===== src/rtl/fusion_pixel_packer_if.sv =====
// Pixel-pair in / packed-word out bus for fusion_pixel_packer.
// master = pixel source and word consumer, slave = packer.
interface fusion_pixel_packer_if;
    logic        in_valid;
    logic        in_ready;
    logic [3:0]  ad;
    logic [3:0]  bd;
    logic        even;
    logic        h;
    logic        sof;
    logic        out_valid;
    logic        out_ready;
    logic [31:0] c;
    logic        c_opaque;

    modport master (
        output in_valid,
        output ad,
        output bd,
        output even,
        output h,
        output sof,
        output out_ready,
        input  in_ready,
        input  out_valid,
        input  c,
        input  c_opaque
    );

    modport slave (
        input  in_valid,
        input  ad,
        input  bd,
        input  even,
        input  h,
        input  sof,
        input  out_ready,
        output in_ready,
        output out_valid,
        output c,
        output c_opaque
    );
endinterface


===== src/rtl/fusion_pixel_packer.sv =====
// fusion_pixel_packer: rebuilds 32-bit planar C-ROM words
// from 4bpp ad/bd pixel pairs in display order.
module fusion_pixel_packer #(
    parameter bit FLIP_EN = 1'b1,
    parameter int CNT_W   = 16
) (
    input  logic                 clk,
    input  logic                 reset,
    fusion_pixel_packer_if.slave bus,
    output logic                 resync_err,
    output logic [CNT_W-1:0]     word_cnt
);

    logic [1:0]  pair_cnt;
    logic [31:0] acc;
    logic        h_l;
    logic        even_l;
    logic        out_valid_q;
    logic [31:0] c_q;
    logic        c_opaque_q;

    logic        in_ready;
    logic        take;
    logic        start;
    logic        restart;
    logic        done;
    logic        drain;
    logic        h_eff;
    logic        even_eff;
    logic [1:0]  slot;
    logic [3:0]  px_first;
    logic [3:0]  px_second;
    logic [2:0]  pos_first;
    logic [2:0]  pos_second;
    logic [31:0] acc_base;
    logic [31:0] acc_next;

    // Only the last pair of a word needs the output register free.
    assign in_ready = !(pair_cnt == 2'd3 && out_valid_q
                        && !bus.out_ready);
    assign take     = bus.in_valid && in_ready;
    assign start    = (pair_cnt == 2'd0) || bus.sof;
    assign restart  = take && bus.sof && (pair_cnt != 2'd0);
    assign done     = take && !start && (pair_cnt == 2'd3);
    assign drain    = out_valid_q && bus.out_ready;

    // A word's first pair supplies h/even; later pairs reuse the latch.
    assign h_eff    = start ? (bus.h && FLIP_EN) : h_l;
    assign even_eff = start ? bus.even : even_l;
    assign slot     = start ? 2'd0 : pair_cnt;

    // Lane order and pixel positions for the pair being taken.
    always_comb begin
        px_first   = even_eff ? bus.bd : bus.ad;
        px_second  = even_eff ? bus.ad : bus.bd;
        pos_first  = h_eff ? (3'd7 - {slot, 1'b0})
                           : {slot, 1'b0};
        pos_second = h_eff ? (3'd6 - {slot, 1'b0})
                           : {slot, 1'b1};
    end

    // Merge the pair into every plane; a new word starts from zero.
    always_comb begin
        acc_base = start ? 32'h0 : acc;
        acc_next = acc_base;
        for (int p = 0; p < 4; p++) begin
            acc_next[{2'(p), pos_first}]  = px_first[p];
            acc_next[{2'(p), pos_second}] = px_second[p];
        end
    end

    // Word assembly state: pair counter, accumulator, latched flags.
    always_ff @(posedge clk) begin
        if (reset) begin
            pair_cnt <= 2'd0;
            acc      <= 32'h0;
            h_l      <= 1'b0;
            even_l   <= 1'b0;
        end else if (take) begin
            if (start) begin
                h_l    <= h_eff;
                even_l <= even_eff;
            end
            if (done) begin
                pair_cnt <= 2'd0;
                acc      <= 32'h0;
            end else begin
                pair_cnt <= slot + 2'd1;
                acc      <= acc_next;
            end
        end
    end

    // Single-entry output buffer; a finishing word may replace a draining one.
    always_ff @(posedge clk) begin
        if (reset) begin
            out_valid_q <= 1'b0;
            c_q         <= 32'h0;
            c_opaque_q  <= 1'b0;
        end else if (done) begin
            out_valid_q <= 1'b1;
            c_q         <= acc_next;
            c_opaque_q  <= |acc_next;
        end else if (drain) begin
            out_valid_q <= 1'b0;
        end
    end

    // Emitted-word counter and resync pulse for a discarded partial word.
    always_ff @(posedge clk) begin
        if (reset) begin
            word_cnt   <= '0;
            resync_err <= 1'b0;
        end else begin
            resync_err <= restart;
            if (drain) begin
                word_cnt <= word_cnt + 1'b1;
            end
        end
    end

    assign bus.in_ready  = in_ready;
    assign bus.out_valid = out_valid_q;
    assign bus.c         = c_q;
    assign bus.c_opaque  = c_opaque_q;

endmodule


===== src/flat_wrapper.sv =====
// flat-port wrapper written by rule: the top's interface ports become plain ports
module fusion_pixel_packer_flat 
#(
    parameter bit FLIP_EN = 1'b1,
    parameter int CNT_W   = 16
)
  (clk, reset, resync_err, word_cnt, bus_in_valid, bus_ad, bus_bd, bus_even, bus_h, bus_sof, bus_out_ready, bus_in_ready, bus_out_valid, bus_c, bus_c_opaque);
  fusion_pixel_packer_if bus_i ();
  input  logic clk;
  input  logic reset;
  output logic resync_err;
  output logic [CNT_W-1:0] word_cnt;
  input wire logic [$bits(bus_i.in_valid)-1:0] bus_in_valid;
  input wire logic [$bits(bus_i.ad)-1:0] bus_ad;
  input wire logic [$bits(bus_i.bd)-1:0] bus_bd;
  input wire logic [$bits(bus_i.even)-1:0] bus_even;
  input wire logic [$bits(bus_i.h)-1:0] bus_h;
  input wire logic [$bits(bus_i.sof)-1:0] bus_sof;
  input wire logic [$bits(bus_i.out_ready)-1:0] bus_out_ready;
  output wire logic [$bits(bus_i.in_ready)-1:0] bus_in_ready;
  output wire logic [$bits(bus_i.out_valid)-1:0] bus_out_valid;
  output wire logic [$bits(bus_i.c)-1:0] bus_c;
  output wire logic [$bits(bus_i.c_opaque)-1:0] bus_c_opaque;
  assign bus_i.in_valid = bus_in_valid;
  assign bus_i.ad = bus_ad;
  assign bus_i.bd = bus_bd;
  assign bus_i.even = bus_even;
  assign bus_i.h = bus_h;
  assign bus_i.sof = bus_sof;
  assign bus_i.out_ready = bus_out_ready;
  assign bus_in_ready = bus_i.in_ready;
  assign bus_out_valid = bus_i.out_valid;
  assign bus_c = bus_i.c;
  assign bus_c_opaque = bus_i.c_opaque;
  fusion_pixel_packer #(.FLIP_EN(FLIP_EN), .CNT_W(CNT_W)) u_core (.clk(clk), .reset(reset), .bus(bus_i), .resync_err(resync_err), .word_cnt(word_cnt));
endmodule

===== config.mk =====
export PLATFORM = sky130hd
export DESIGN_NAME = fusion_pixel_packer_flat
export DESIGN_NICKNAME = d
export VERILOG_FILES = /design/src/rtl/fusion_pixel_packer_if.sv /design/src/rtl/fusion_pixel_packer.sv /design/src/flat_wrapper.sv
export SDC_FILE = /design/constraint.sdc
export NUM_CORES = 1
export LEC_CHECK = 0
export CORE_AREA = 2 2 62 123
export CTS_CLUSTER_SIZE = 10
export DETAILED_ROUTE_END_ITERATION = 10
export DIE_AREA = 0 0 64 125
export PLACE_DENSITY_LB_ADDON = 0.15
export SLEW_MARGIN = 15
export SYNTH_ARGS = -nofsm -noshare
export SYNTH_HDL_FRONTEND = slang
export SYNTH_SLANG_ARGS = --single-unit
export TNS_END_PERCENT = 30

===== constraint.sdc =====
create_clock -name clk -period 8.32 [get_ports clk]
set_input_delay 1.664 -clock clk [delete_from_list [all_inputs] [get_ports clk]]
set_output_delay 1.664 -clock clk [all_outputs]
set_load 0.03 [all_outputs]

== Word-level counts from Yosys, hierarchy flattened ==
Cells that the tools add are included.
Word-level totals
  register bits after elaboration: 87
  bits of input ports: 15
  output and inout bits: 52
  logic and storage cells: 91
Operators by class
  $add $sub $neg: 4
  magnitude comparators: 16
  equality and inequality tests: 1
  mux-type cells: 36
  reductions and logical operators: 25
Operators with widths (count)
  $bwmux W32: 8
  $mux W32: 2
  $reduce_or A32 Y1: 1
  $demux W1 S3: 8
  $lt A5 B6 Y1 const B: 4
  $ge A5 B1 Y1 const B: 4
  $add A16 B1 Y16 const B: 1
  $logic_and A1 B1 Y1: 16
  $lt A3 B6 Y1 const B: 2
  $lt A4 B6 Y1 const B: 2
  $mux W1: 12
  $ge A4 B1 Y1 const B: 2
  $mux W4: 2
  $ge A3 B1 Y1 const B: 2
  $mux W3: 2
  $sub A3 B3 Y3 const A: 2
  $mux W2: 2
  $reduce_bool A2 Y1: 2
  $logic_not A1 Y1: 3
  $add A2 B1 Y2 const B: 1
  $eq A2 B2 Y1 const B: 1
  $logic_not A2 Y1: 1
  $reduce_and A2 Y1: 1
  $logic_or A1 B1 Y1: 1

== Depth between registers and ports, before layout ==
  depth after elaboration: 18
  depth in mapped cells: 9
  depth with buffers taken out: 7

== Worst setup path before layout ==
No wires, ideal clock.
  path kind: input to register
  start point: input port bus_sof
  end point: register u_core.c_opaque_q (netlist: u_core.bus.c_opaque)
  library setup time: 0.140 ns
  arrival time: 3.676 ns
  data required time: 8.180 ns
  slack: 4.504 ns
  stages on the path: 7
  buffers on the path: 0
  path through: o21bai_4 mux2i_1 mux2_1 a222oi_1 or4b_1 nor4_1 a41oi_1
Between the ends
  cells in the longest elaborated chain, start to end: 17
  elaborated cells between the ends (all ways): 63
  classes of those cells: add/sub (2); order compare (16); mux (32); reduce/logical (13)
RTL lines
  from (decl): RTL line flat_wrapper.sv:18  | input wire logic [$bits(bus_i.sof)-1:0] bus_sof;
  $logic_or A1 B1 Y1 (*): RTL line fusion_pixel_packer.sv:42  | assign start = (pair_cnt == 2'd0) || bus.sof;
  $mux W2: RTL line fusion_pixel_packer.sv:50  | assign slot = start ? 2'd0 : pair_cnt;
  $sub A3 B3 Y3: RTL line fusion_pixel_packer.sv:56  | pos_first = h_eff ? (3'd7 - {slot, 1'b0})
  $mux W3: RTL line fusion_pixel_packer.sv:56
  $lt A3 B6 Y1 (not written as such) / $ge A3 B1 Y1 (equally long branches): RTL line fusion_pixel_packer.sv:67  | acc_next[{2'(p), pos_first}] = px_first[p];
  $logic_and A1 B1 Y1 (not written as such): RTL line fusion_pixel_packer.sv:67
  $mux W1 (not written as such): RTL line fusion_pixel_packer.sv:67
  $demux W1 S3
  $bwmux W32: RTL line fusion_pixel_packer.sv:67
  $bwmux W32: RTL line fusion_pixel_packer.sv:68  | acc_next[{2'(p), pos_second}] = px_second[p];
  $bwmux W32: RTL line fusion_pixel_packer.sv:67
  $bwmux W32: RTL line fusion_pixel_packer.sv:68
  $bwmux W32: RTL line fusion_pixel_packer.sv:67
  $bwmux W32: RTL line fusion_pixel_packer.sv:68
  $bwmux W32: RTL line fusion_pixel_packer.sv:67
  $bwmux W32: RTL line fusion_pixel_packer.sv:68
  $reduce_or A32 Y1: RTL line fusion_pixel_packer.sv:103  | c_opaque_q <= |acc_next;
  to (signal assigned): RTL line fusion_pixel_packer.sv:103
  to (decl): RTL line fusion_pixel_packer.sv:20  | logic c_opaque_q;
Mark *: on every way between the ends. The rest lies on a longest branch, timed or not.
A chain may end at the register's enable or synchronous reset.

== Worst setup path after layout ==
Same ends and word-level chain as after synthesis.

==> flow_summary.yaml <==
worst_setup_path:
  crit_arrival_ps: 5050
  r2r_setup_slack_ps: 4980
  crit_path_max_fanout: 12
  ff2ff_path_depth: 8
  rr_startpoint: "u_core.pair_cnt[0]"
  critPathRequiredTime_ps: 8520
  reg2reg_to: "u_core.bus.c_opaque"
  startpoint_type: "input port"
  end_kind: "flop"
  critical_path_class: "in -> reg"
clock_network:
  path_clk_slew_ps: 60
  hold_buffers: 0
  cts_setup_buffers: 0
  ctsHtreeMaxLevel: 3
  cts_buffers: 9
  clk_latency_ps: 350
  cts_tree: "yes"
  ctsResizeCount: 0
  clock_sinks: 87
  cts-root-buf: "clkbuf_16"
  clockBufferDepth: 2
cells_and_area:
  nets: 544
  num_antenna_cells: 0
  fin_util: 0.699
  layout-drive-gt1-share: 0.0600
  fin_area_sq_mm: 0.00496
  area_growth_syn_to_layout_pct: 26.9
detailed_routing:
  detail_route.wl_per_cell_um: 15.8
  topRoutingLayerUsed: "met4"
  drt-met1-wl_mm: 4.33
  finalWirelength_mm: 9.85
  routed_via_density: 5.90
  route.detailed.drc: 0
  route.met3.wl_um: 481
  first_iter_violations: 535
  vias: 3687
  antenna_left: 0
  wl_met2_mm: 4.81
  dr.pass1.iters: 8
pwr:
  seqPwrFrac: 0.437
  leakagePower_uw: 0.00178
  switching_share: 0.231
  power.net_switching_uw: 227
  power_uw: 984
  intPower_uw: 757
  powerDensity_mw_per_mm2: 198
  ir_drop_v: 0.000156
  combPwrFrac: 0.090
  clkPwrFrac: 0.473
timing:
  rsz0062_at_grt: "false"
  setup_viol: 0
  fin_crit_sh: 0.583
  worstMarginPinSlew_ps: 872
  timing.fmax_mhz: 206
  clock_skew_ps: 4.49
  finalSetupTns_ps: 0
  max_slew_margin: 0.419
  final-hold-violation-count: 0
  finalCriticalPeriod_ps: 4850
  slew_viol_final: 0
min_path:
  min_path_type: "reg -> reg"
  worstHoldStart: "u_core.bus.c[28]"
  holdPathStages: 2
  hold_end: "u_core.bus.c[28]"
global_routing:
  grt.total_usage: 0.259
  grt_pass1_vias: 3335
  antenna_found_initial: 0
  grt-ovfl-total: 0
  grt_max_degree: 88
  grt_pass1_wl_mm: 16.7
die:
  core_area_sq_mm: 0.00710
  io_pins: 67
  die_x_um: 64
  die-area_sq_mm: 0.00800
  rows: 44
  die_y_um: 125
  initial_core_util: 0.551
run:
  maxCapViolCount: 0
outcome:
  status: "finished clean"
synthesis:
  synth_cells: 475
  ys_seq_area_frac: 0.445
  synth-edff-count: 0
  ys_seq_elements: 87
  netlist_area_sq_mm: 0.00391
  synth_cell_types: 36
  synthArstFlopShare: 0
  syn_nets: 491
  synth_area_per_cell_sq_um: 8.24
  ys_warn_count: 0
  ys.flop_type: "dfxtp_1"
place:
  hpwl_mm: 6.43
  place_congestion: 0.898
  port_buffers: 66
  place_area_sq_mm: 0.00462
-- worst max-delay path by stage --
stage            start             endpoint  slack, ps  depth (start not counted)
5_1_grt        bus_sof  u_core.bus.c_opaque       3380                          9
2_1_floorplan  bus_sof  u_core.bus.c_opaque       4500                          7
4_1_cts        bus_sof  u_core.bus.c_opaque       3530                          9
3_3_place_gp   bus_sof  u_core.bus.c_opaque       3300                          9
3_5_place_dp   bus_sof  u_core.bus.c_opaque       3170                          9
6_report       bus_sof  u_core.bus.c_opaque       3470                          9
-- kinds of logic after synthesis --
| logic type | Yosys count | share of synthesized area |
|---|---|---|
| multiplexers | 25 | 0.0665 |
| AND/OR/NAND/NOR | 228 | 0.250 |
| XOR/XNOR | 12 | 0.0269 |
| flip-flops | 87 | 0.445 |
| adder cells (fa/ha/maj) | 1 | 0.00320 |
| buffers and inverters | 31 | 0.0304 |
| AO/OA/AOI/OAI | 91 | 0.177 |
-- critical path: stages --
cell and delay (ps):
clkdlybuf4s50_1 720, o21bai_4 250, mux2i_1 210, buf_4 250
mux2_1 360, a222oi_1 430, or4b_1 480, nor4_1 490
a41oi_1 180
-- power groups by stage --
stage,combinational (uW),clock [uW],sequential [uW]
6_report,88.7,465,430
5_1_grt,98.2,485,431
4_1_cts,87.3,466,430
3_5_place_dp,86.6,0,439
3_3_place_gp,85.7,0,439
2_1_floorplan,60.7,0,438
-- flip-flops by register name, summed over array words and instances (netlist names) --
name	flops
u_core.acc	32
u_core.bus.c	32
u_core.word_cnt	16
u_core.pair_cnt	2
u_core.bus.c_opaque	1
u_core.bus.out_valid	1
u_core.even_l	1
u_core.h_l	1
u_core.resync_err	1
-- cells in the final DEF (no fill, tap or decap), types with 4 or more instances in the layout --
cell | netlist | routed
clkbuf_16 | 0 | 9
nor2_1 | 122 | 122
mux2_2 | 4 | 4
o221ai_1 | 20 | 20
o21ai_0 | 4 | 4
a22oi_1 | 21 | 21
xor2_1 | 11 | 11
mux2i_1 | 17 | 17
dfxtp_1 | 87 | 87
nor3_1 | 25 | 24
nand4_1 | 4 | 4
nand2_1 | 43 | 43
or3_1 | 4 | 4
nand3_1 | 9 | 9
buf_4 | 0 | 6
clkdlybuf4s50_1 | 0 | 65
a21oi_1 | 18 | 18
nor4_1 | 6 | 6
a222oi_1 | 8 | 8
and3_1 | 5 | 5
a211oi_1 | 12 | 12
mux2_1 | 4 | 4
-- routing by layer --
| metal | vias to the layer above | track usage |
|---|---|---|
| li1 | 1819 | - |
| met1 | 1739 | 0.353 |
| met2 | 111 | 0.404 |
| met3 | 18 | 0.0396 |
| met4 | 0 | 0.113 |
| met5 | - | 0 |
-- Yosys cell counts, drive strengths merged (4+ instances only) --
cell	count	share of area
nor2	122	0.12
dfxtp	87	0.45
nand2	43	0.041
clkbuf	25	0.024
nor3	25	0.032
a22oi	21	0.040
o221ai	20	0.045
a21oi	18	0.023
mux2i	17	0.043
a211oi	12	0.023
xor2	11	0.025
nand3	9	0.012
a222oi	8	0.020
mux2	8	0.023
nor4	6	0.0096
and3	5	0.0080
buf	5	0.0054
nand4	4	0.0064
o21ai	4	0.0051
or3	4	0.0064
-- per-stage QoR --
stage,worst slack (ps),hold WS [ps],cells
detailed placement,3170,478,609
global route,3380,518,625
floorplan,4500,453,475
finish,3470,491,625
CTS,3530,493,625
global placement,3300,465,609
-- area by class of cell --
class / count / area (sq um)
Sequential cell: 87 / 1740
Timing Repair Buffer: 72 / 701
Multi-Input combinational cell: 357 / 2060
Fill cell: 566 / 2140
Clock inverter: 6 / 108
Inverter: 1 / 3.75
Clock buffer: 10 / 239
Tap cell: 92 / 115
Power figures use the tool's default switching activity.
